`config.mk`:
```
export PLATFORM = sky130hd
export DESIGN_NAME = ysyx_22041071_mul_ctrl
export DESIGN_NICKNAME = d
export VERILOG_FILES = /design/src/rtl/ysyx_22041071_mul_ctrl.sv
export SDC_FILE = /design/constraint.sdc
export NUM_CORES = 2
export LEC_CHECK = 0
export ABC_AREA = 1
export BUFFER_PORTS_ARGS = -buffer_cell sky130_fd_sc_hd__buf_4
export CAP_MARGIN = 20
export CORE_MARGIN = 2
export CORE_UTILIZATION = 32
export CTS_CLUSTER_DIAMETER = 40
export DETAILED_ROUTE_END_ITERATION = 6
export HOLD_SLACK_MARGIN = 0.15
export REMOVE_ABC_BUFFERS = 1
export SYNTH_ARGS = -nofsm -noshare
export SYNTH_HDL_FRONTEND = slang
export SYNTH_SLANG_ARGS = --single-unit
```
`constraint.sdc`:
```
create_clock -name clk -period 3.85 [get_ports clk]
set_input_delay 0.385 -clock clk [delete_from_list [all_inputs] [get_ports clk]]
set_output_delay 0.385 -clock clk [all_outputs]
set_load 0.02 [all_outputs]
```
`src/rtl/ysyx_22041071_mul_ctrl.sv`:
```
// ysyx_22041071_mul_ctrl: sequencer for the iterative radix-4 Booth multiplier.
// Each busy cycle retires one Booth digit into a (2*XLEN+4)-bit accumulator.
// The product is returned through a valid/ready handshake, and flush kills
// the operation that is in flight.
// Optional: define YSYX_22041071_MUL_EARLY_EXIT_EN to finish as soon as the
// remaining multiplier bits can only produce zero partial products.
module ysyx_22041071_mul_ctrl #(
    parameter int XLEN      = 64,
    parameter int ITER_FULL = 33,
    parameter int ITER_W    = 17
) (
    input  logic            clk,
    input  logic            rst_n,
    input  logic            mul_valid,
    output logic            mul_ready,
    input  logic [1:0]      mul_signed,
    input  logic            mulw,
    input  logic [XLEN-1:0] multiplicand,
    input  logic [XLEN-1:0] multiplier,
    input  logic            flush,
    output logic            out_valid,
    input  logic            out_ready,
    output logic [XLEN-1:0] result_hi,
    output logic [XLEN-1:0] result_lo
);

    localparam int ACC_W = 2 * XLEN + 4;
    localparam int MR_W  = XLEN + 2;
    localparam int CNT_W = 6;

    localparam logic [ACC_W-1:0] ACC_ONE  = {{(ACC_W-1){1'b0}}, 1'b1};
    localparam logic [CNT_W-1:0] CNT_ONE  = {{(CNT_W-1){1'b0}}, 1'b1};
    localparam logic [CNT_W-1:0] CNT_FULL = CNT_W'(ITER_FULL);
    localparam logic [CNT_W-1:0] CNT_HALF = CNT_W'(ITER_W);

    typedef enum logic [1:0] {
        IDLE = 2'd0,
        BUSY = 2'd1,
        DONE = 2'd2
    } state_t;

    // Booth radix-4 digit decode, returned as {neg, pos, dou_neg, dou_pos}.
    function automatic logic [3:0] booth_sel(input logic [2:0] trip);
        logic [3:0] sel;
        case (trip)
            3'b001, 3'b010: sel = 4'b0100;
            3'b011:         sel = 4'b0001;
            3'b100:         sel = 4'b0010;
            3'b101, 3'b110: sel = 4'b1000;
            default:        sel = 4'b0000;
        endcase
        return sel;
    endfunction

    state_t            state_r, state_nxt_s;
    logic [ACC_W-1:0]  mcand_r, mcand_nxt_s;
    logic [MR_W-1:0]   mr_r, mr_nxt_s;
    logic              mr_prev_r, mr_prev_nxt_s;
    logic [ACC_W-1:0]  acc_r, acc_nxt_s;
    logic [CNT_W-1:0]  cnt_r, cnt_nxt_s;
    logic              w_r, w_nxt_s;
    logic              ready_r, ready_nxt_s;
    logic              valid_r, valid_nxt_s;
    logic [XLEN-1:0]   hi_r, hi_nxt_s;
    logic [XLEN-1:0]   lo_r, lo_nxt_s;

    logic              rs1_signed_s, rs2_signed_s;
    logic [XLEN-1:0]   op1_s, op2_s;
    logic [ACC_W-1:0]  mcand_ext_s;
    logic [MR_W-1:0]   mr_ext_s;
    logic [3:0]        sel_s;
    logic              neg_s, pos_s, dou_neg_s, dou_pos_s;
    logic [ACC_W-1:0]  pp_s, acc_sum_s;
    logic              early_s, finish_s;

    assign mul_ready = ready_r;
    assign out_valid = valid_r;
    assign result_hi = hi_r;
    assign result_lo = lo_r;

    // Operand extension; mul_signed = 01 collapses to unsigned x unsigned.
    always_comb begin
        rs1_signed_s = mul_signed[1];
        rs2_signed_s = mul_signed[1] & mul_signed[0];
        if (mulw) begin
            op1_s = {{(XLEN-32){rs1_signed_s & multiplicand[31]}}, multiplicand[31:0]};
            op2_s = {{(XLEN-32){rs2_signed_s & multiplier[31]}}, multiplier[31:0]};
        end else begin
            op1_s = multiplicand;
            op2_s = multiplier;
        end
        mcand_ext_s = {{(ACC_W-XLEN){rs1_signed_s & op1_s[XLEN-1]}}, op1_s};
        mr_ext_s    = {{(MR_W-XLEN){rs2_signed_s & op2_s[XLEN-1]}}, op2_s};
    end

    assign sel_s     = booth_sel({mr_r[1:0], mr_prev_r});
    assign neg_s     = sel_s[3];
    assign pos_s     = sel_s[2];
    assign dou_neg_s = sel_s[1];
    assign dou_pos_s = sel_s[0];

    // Partial-product generator driven by the one-hot selects.
    always_comb begin
        pp_s = {ACC_W{1'b0}};
        if (pos_s) begin
            pp_s = mcand_r;
        end else if (dou_pos_s) begin
            pp_s = mcand_r << 1;
        end else if (neg_s) begin
            pp_s = ~mcand_r + ACC_ONE;
        end else if (dou_neg_s) begin
            pp_s = ~(mcand_r << 1) + ACC_ONE;
        end else begin
            pp_s = {ACC_W{1'b0}};
        end
    end

    assign acc_sum_s = acc_r + pp_s;

`ifdef YSYX_22041071_MUL_EARLY_EXIT_EN
    // Remaining bits all equal means every later digit decodes to zero.
    assign early_s = (~|{mr_r, mr_prev_r}) | (&{mr_r, mr_prev_r});
`else
    assign early_s = 1'b0;
`endif

    assign finish_s = (cnt_r == CNT_ONE) | early_s;

    // Next-state and datapath update; flush overrides every other event.
    always_comb begin
        state_nxt_s   = state_r;
        mcand_nxt_s   = mcand_r;
        mr_nxt_s      = mr_r;
        mr_prev_nxt_s = mr_prev_r;
        acc_nxt_s     = acc_r;
        cnt_nxt_s     = cnt_r;
        w_nxt_s       = w_r;
        ready_nxt_s   = ready_r;
        valid_nxt_s   = valid_r;
        hi_nxt_s      = hi_r;
        lo_nxt_s      = lo_r;
        if (flush) begin
            state_nxt_s = IDLE;
            valid_nxt_s = 1'b0;
            ready_nxt_s = 1'b1;
        end else begin
            case (state_r)
                IDLE: begin
                    if (mul_valid) begin
                        state_nxt_s   = BUSY;
                        ready_nxt_s   = 1'b0;
                        mcand_nxt_s   = mcand_ext_s;
                        mr_nxt_s      = mr_ext_s;
                        mr_prev_nxt_s = 1'b0;
                        acc_nxt_s     = {ACC_W{1'b0}};
                        cnt_nxt_s     = mulw ? CNT_HALF : CNT_FULL;
                        w_nxt_s       = mulw;
                    end else begin
                        ready_nxt_s = 1'b1;
                    end
                end
                BUSY: begin
                    acc_nxt_s     = acc_sum_s;
                    mcand_nxt_s   = mcand_r << 2;
                    mr_prev_nxt_s = mr_r[1];
                    mr_nxt_s      = {{2{mr_r[MR_W-1]}}, mr_r[MR_W-1:2]};
                    cnt_nxt_s     = cnt_r - CNT_ONE;
                    if (finish_s) begin
                        state_nxt_s = DONE;
                        valid_nxt_s = 1'b1;
                        if (w_r) begin
                            hi_nxt_s = {XLEN{1'b0}};
                            lo_nxt_s = {{(XLEN-32){acc_sum_s[31]}}, acc_sum_s[31:0]};
                        end else begin
                            hi_nxt_s = acc_sum_s[2*XLEN-1:XLEN];
                            lo_nxt_s = acc_sum_s[XLEN-1:0];
                        end
                    end else begin
                        state_nxt_s = BUSY;
                    end
                end
                DONE: begin
                    if (out_ready) begin
                        state_nxt_s = IDLE;
                        valid_nxt_s = 1'b0;
                        ready_nxt_s = 1'b1;
                    end else begin
                        state_nxt_s = DONE;
                    end
                end
                default: begin
                    state_nxt_s = IDLE;
                    valid_nxt_s = 1'b0;
                    ready_nxt_s = 1'b1;
                end
            endcase
        end
    end

    // State and datapath registers with synchronous active-low reset.
    always_ff @(posedge clk) begin
        if (!rst_n) begin
            state_r   <= IDLE;
            mcand_r   <= {ACC_W{1'b0}};
            mr_r      <= {MR_W{1'b0}};
            mr_prev_r <= 1'b0;
            acc_r     <= {ACC_W{1'b0}};
            cnt_r     <= {CNT_W{1'b0}};
            w_r       <= 1'b0;
            ready_r   <= 1'b1;
            valid_r   <= 1'b0;
            hi_r      <= {XLEN{1'b0}};
            lo_r      <= {XLEN{1'b0}};
        end else begin
            state_r   <= state_nxt_s;
            mcand_r   <= mcand_nxt_s;
            mr_r      <= mr_nxt_s;
            mr_prev_r <= mr_prev_nxt_s;
            acc_r     <= acc_nxt_s;
            cnt_r     <= cnt_nxt_s;
            w_r       <= w_nxt_s;
            ready_r   <= ready_nxt_s;
            valid_r   <= valid_nxt_s;
            hi_r      <= hi_nxt_s;
            lo_r      <= lo_nxt_s;
        end
    end

endmodule

```
# Word level (Yosys, flattened, before mapping)

Cells that the tools add are included.

Register bits: 470
Latch bits: 0
Bits in writable memories: 0
ROM bits: 0
Word-level logic and storage cells: 80
Memories: 0

Add/sub/neg operators: 4
Multiply operators: 0
Div/mod/pow operators: 0
Magnitude comparators: 0
Equal/unequal tests: 12
Shifts and indexed selects: 0
Multiplexer cells: 30
Bitwise gates (word level): 11
Reductions and logical operators: 11

Operators with widths:

| operator                                          | count |
|---|---|
| 2-to-1 mux 132 bit                                | 6 |
| one-hot mux 132 bit (2 select lines)              | 2 |
| adder 132 x 1 -> 132 bit (second input constant)  | 2 |
| inverter 132 bit                                  | 2 |
| 2-to-1 mux 64 bit                                 | 4 |
| adder 132 bit                                     | 1 |
| one-hot mux 66 bit (2 select lines)               | 1 |
| 2-to-1 mux 66 bit                                 | 1 |
| one-hot mux 4 bit (4 select lines)                | 1 |
| 2-to-1 mux 6 bit                                  | 2 |
| one-hot mux 6 bit (2 select lines)                | 1 |
| AND reduction 3 bit                               | 4 |
| == test 3 bit (second input constant)             | 3 |
| == test 3 x 2 -> 1 bit (second input constant)    | 2 |
| == test 6 x 1 -> 1 bit (second input constant)    | 1 |
| 2-to-1 mux 2 bit                                  | 3 |
| inequality test 2 bit (second input constant)     | 3 |
| one-hot mux 1 bit (3 select lines)                | 2 |
| one-hot mux 2 bit (3 select lines)                | 1 |
| OR reduction 2 bit                                | 3 |
| subtractor 6 x 1 -> 6 bit (second input constant) | 1 |
| AND 1 bit                                         | 5 |
| 2-to-1 mux 1 bit                                  | 5 |
| inverter 1 bit                                    | 4 |
| other kinds (8)                                   | 8 |

# Depth between registers and ports, before layout

Word-level depth: 9
Depth in mapped cells: 33

# Worst setup path after synthesis

OpenSTA, ideal clock, no wires.

Kind: reg-to-reg
Start point: reg mcand_r[0]
End point: reg acc_r[108]
Arrival time: 3.597 ns
Slack: 0.121 ns
Stages on the path, launching flop included: 33
Path through: dfxtp_1 > inv_2 > ha_1 > nand3_2 > nor2_4 > inv_2 > nor2_4 > nand4_1 > or2_1 > nor2_1 > nand3_1 > clkinv_1 > nand3_1 > nand3_1 > nand2_1 > o22ai_1 > inv_1 > ha_1 > nand2_1 > nor2_1 > inv_1 > nor2_1 > inv_1 > nor2_1 > inv_1 > nor2_1 > nand3_1 > nand3_1 > nand3_1 > nand2_1 > nand2_1 > nand3_1 > a21oi_1

Cells in the longest elaborated chain, start to end: 8
Elaborated cells between the ends (all ways): 10
Classes of those cells: 3 x add/sub; 5 x mux; 2 x bitwise

RTL lines:

| item                                     | RTL line | text |
|---|---|---|
| start, declared                          | 56       | `logic [ACC_W-1:0] mcand_r, mcand_nxt_s;` |
| start signal, assigned                   | 204      | `mcand_r <= {ACC_W{1'b0}};` |
| start signal, assigned                   | 216      | `mcand_r <= mcand_nxt_s;` |
| inverter 132 bit                         | 112      | `pp_s = ~(mcand_r << 1) + ACC_ONE;` |
| adder 132 x 1 -> 132 bit                 | 112      |  |
| 2-to-1 mux 132 bit                       | 111      | `end else if (dou_neg_s) begin` |
| 2-to-1 mux 132 bit                       | 109      | `end else if (neg_s) begin` |
| 2-to-1 mux 132 bit                       | 107      | `end else if (dou_pos_s) begin` |
| 2-to-1 mux 132 bit (*)                   | 105      | `if (pos_s) begin` |
| adder 132 bit (*)                        | 118      | `assign acc_sum_s = acc_r + pp_s;` |
| one-hot mux 132 bit (2 select lines) (*) | 147      | `case (state_r)` |
| end signal, assigned                     | 207      | `acc_r <= {ACC_W{1'b0}};` |
| end signal, assigned                     | 219      | `acc_r <= acc_nxt_s;` |
| end, declared                            | 59       | `logic [ACC_W-1:0] acc_r, acc_nxt_s;` |

Mark *: on every way between the ends. The rest lies on a longest branch, timed or not.
A chain may end at the register's enable or synchronous reset.

# Worst setup path in the final report

Start point: reg mcand_r[35]
End point: reg acc_r[102]

Same word-level chain as after synthesis.

==> qor.yml <==
fin_area_um2: 67300
unrepaired_setup_endpoints_after_global_routing: "yes"
cts.htree.levels: 3
ys_async_sr_fraction: 0
cp_common_cell: "nor2_4"
placement.io_buffers: 265
tightestPinTransition_ns: 1.19
synth_fa_ha_area_frac: 0.0560
avgSynthCellArea_um2: 6.09
worst_reg2reg_setup_slack_ns: -0.75
p_leak_nw: 29.3
syn2layout_area_growth_pct: 86.6
first_iter_violations: 4298
globalRoute.totalOverflow: 0
final_hold_violation_count: 0
cts_tree: "built"
num-nets-final: 8096
worst_setup_path_startpoint: "mcand_r[35]$_SDFFE_PN0P_"
ctsLongestPathBuffers: 3
post_route_cells_drive_above_1_share: 0.498
reg2reg_from: "mcand_r[35]$_SDFFE_PN0P_"
die_h_um: 340
grt_max_degree: 193
floorplan.io_pins: 266
critPathRequiredTime_ns: 4.42
gp_routability_congestion: 1.04
global_route_wire_length_before_repair_mm: 291
clock_latency_late_sink_ns: 0.74
dr_total_vias: 50200
setup_viol_count_final: 221
power-per-cell-area_nw_per_um2: 316
max_clock_freq_ghz: 0.217
fin_ws_ns: -0.752
tritoncts.num_buffers: 102
fillerInstances: 9880
skew_ns: 0.0461
synth-edff-count: 0
synth.cell_area_um2: 36100
core_um2: 112000
synth_cell_types: 57
dpl_cell_area_um2: 49900
critPathKind: "reg -> reg"
clock-root-buffer: "clkbuf_16"
setup.worst_path.start_class: "flip-flop"
timing.hold.worst.start: "rst_n"
min_cycle_time_layout_ns: 4.60
critical-path-max-stage-delay_ns: 0.34
dp_worst_setup_slack_ns: -1.30
library_cell_contributing_the_largest_single_delay_on_the_critical_path: "dfxtp_1"
start_util: 0.322
dpl.hpwl_mm: 150
drt.antenna.violating_nets: 0
grtUsageTotal: 0.329
detailedRoute.firstPassIterationCount: 6
layout.area.seq_um2: 9280
antenna_violations_before_repair: 3
cp_max_fo: 4
synth-compound-area-share: 0.234
min-delay-path-class: "in -> reg"
placementRows: 123
worst_slew_margin_rel: 0.207
synthXorXnorAreaFrac: 0.0395
detail_route.drc_violations: 0
totalWireLength_mm: 204
report.power.total_w: 0.0213
outcome: "finished, violations left"
cts.clk_slew.worst_paths_ns: 0.05
endpoint_kind: "flip-flop"
max_cap_violations: 0
finalMaxSlewViolations: 0
synth.yosys.warnings: 0
vdd_drop_max_mv: 0.345
synth-seq-area-share: 0.256
finalHoldWorstSlack_ns: 0.212
arrival_ns: 5.17
grt_pass1_vias: 47700
failed_checks: "negative setup slack"
period_share: 1.20
route.detailed.wl_per_inst_um: 21.8
post_synth_and_or_nand_nor_area_fraction: 0.305
ys.flop_type: "dfxtp_1"
numClockSinks: 462
synth_cells: 5923
synth.ff_latch_count: 462
multi_input_area_um2: 32500
muxShareOfSynthArea: 0
synth_top_family_by_area: "simple AND/OR/NAND/NOR gates"
chipWidth_um: 340
dieArea_um2: 115000
via_per_inst: 5.35
-- kinds of logic (layout without fill, tap and decap cells) --
logic type,after synthesis,after routing
AO/OA/AOI/OAI,1494,1494
XOR/XNOR,162,162
adder cells (fa/ha/maj),161,161
buffers and inverters,1045,3010
flip-flops,462,462
other,0,2
AND/OR/NAND/NOR,2599,2599
-- cell type report --
type | count | share of cell area
repair buffers | 2047 | 0.252
clock buffers | 114 | 0.0398
well taps | 1500 | 0.0279
flip-flops and latches | 462 | 0.138
inverters | 770 | 0.0448
diodes | 2 | 0.0000743
clock inverters | 79 | 0.0138
multi-input cells | 4416 | 0.483
-- per-stage QoR --
step | setup TNS (ns) | std cells | utilization
after global placement | -196.70 | 8806 | 0.444
after CTS | -85.81 | 9296 | 0.561
after detailed placement | -195.44 | 8806 | 0.444
after global routing | -160.06 | 9390 | 0.600
final | -112.51 | 9390 | 0.600
after floorplan | -5901.30 | 5648 | -
-- cells in the final DEF (no fill, tap or decap), types with 30 or more instances in the layout --
| cell | instances |
|---|---|
| buf_6 | 179 |
| ha_4 | 123 |
| a21oi_4 | 67 |
| inv_2 | 234 |
| nand3_2 | 93 |
| o221ai_1 | 66 |
| buf_12 | 46 |
| dlygate4sd3_1 | 138 |
| nand2_1 | 949 |
| nand3_1 | 205 |
| a21oi_2 | 194 |
| nand2_4 | 86 |
| o22ai_2 | 30 |
| inv_1 | 494 |
| xor2_1 | 80 |
| buf_4 | 1680 |
| nor2_1 | 415 |
| nand4_1 | 63 |
| o22ai_1 | 88 |
| nor2_2 | 165 |
| nand2_2 | 159 |
| a21oi_1 | 292 |
| nand3_4 | 41 |
| a31oi_1 | 107 |
| o21ai_0 | 291 |
| ha_1 | 34 |
| nor3_4 | 32 |
| inv_4 | 31 |
| o21ai_2 | 99 |
| nand3b_1 | 30 |
| dfxtp_1 | 445 |
| clkbuf_16 | 102 |
| xor2_2 | 50 |
| o21ai_1 | 96 |
| a221oi_1 | 32 |
| nor2_4 | 230 |
-- cells in the mapped netlist, drive strengths merged, types with 2 or more instances --
| cell type | instances | area share |
|---|---|---|
| nor3 | 78 | 0.012 |
| buf | 40 | 0.0052 |
| nor4 | 18 | 0.0033 |
| a31oi | 109 | 0.019 |
| a21oi | 553 | 0.077 |
| a21o | 22 | 0.0046 |
| o22ai | 121 | 0.021 |
| a22oi | 2 | 0.00042 |
| a221oi | 34 | 0.0083 |
| o221ai | 66 | 0.016 |
| o21ai | 513 | 0.071 |
| o21bai | 10 | 0.0022 |
| o21a | 14 | 0.0029 |
| and3 | 3 | 0.00052 |
| nor3b | 2 | 0.00042 |
| xor2 | 137 | 0.033 |
| o2111ai | 27 | 0.0066 |
| or2 | 43 | 0.0075 |
| clkinv | 3 | 0.00031 |
| nand3b | 30 | 0.0062 |
| inv | 767 | 0.080 |
| a211oi | 3 | 0.00062 |
| nand2 | 1207 | 0.13 |
| xnor2 | 25 | 0.0061 |
| dfxtp | 462 | 0.26 |
| clkbuf | 235 | 0.025 |
| o211ai | 11 | 0.0023 |
| nand3 | 339 | 0.048 |
| nor2 | 812 | 0.089 |
| ha | 160 | 0.055 |
| o32ai | 2 | 0.00049 |
| nand4 | 65 | 0.012 |
| a21boi | 6 | 0.0012 |
-- path summary, 6_finish.rpt --
kind,cells past startpoint,end
setup / recovery,32,acc_r[102]$_SDFFE_PN0P_
hold / removal,3,mcand_r[121]$_SDFFE_PN0P_
setup reg to reg,32,acc_r[102]$_SDFFE_PN0P_
hold reg to reg,2,acc_r[103]$_SDFFE_PN0P_
-- worst max-delay path, delay by kind of cell, from the launching register on --
family | cells | cell delay [ns]
buf+inv | 10 | 1.18
simple gates | 17 | 2.13
fa+ha+maj | 1 | 0.27
xor+xnor | 1 | 0.15
flops | 1 | 0.34
compound gates | 3 | 0.36
-- flip-flops by register name, indices dropped and copies added, names as in the netlist --
signal / count
acc_r: 128
cnt_r: 6
mcand_r: 128
mr_prev_r: 1
mr_r: 66
mul_ready: 1
out_valid: 1
result_hi: 64
result_lo: 64
state_r: 2
w_r: 1
-- where the power goes --
part           total, W  switching [W]  internal, W
logic           0.00688        0.00388      0.00301
registers       0.00515       0.000169      0.00498
clock network   0.00922        0.00353      0.00569
total            0.0213        0.00758       0.0137
-- timing repair --
action | CTS | global route
buffers inserted | 175 | 121
pin swaps | 450 | 504
endpoints found under the hold margin | 135 | 0
setup endpoints to repair | 224 | 229
gates cloned | 0 | 0
resized for setup | 1777 | 942
hold buffers | 138 | 0
-- layer usage --
layer | vias up | wire, um | track usage
li1 | 23500 | - | -
met1 | 24000 | 87300 | 0.444
met2 | 2188 | 90100 | 0.510
met3 | 530 | 15700 | 0.0544
met4 | 0 | 11300 | 0.152
met5 | - | 0 | 0
Note: power is estimated with default switching activity, not from simulation.
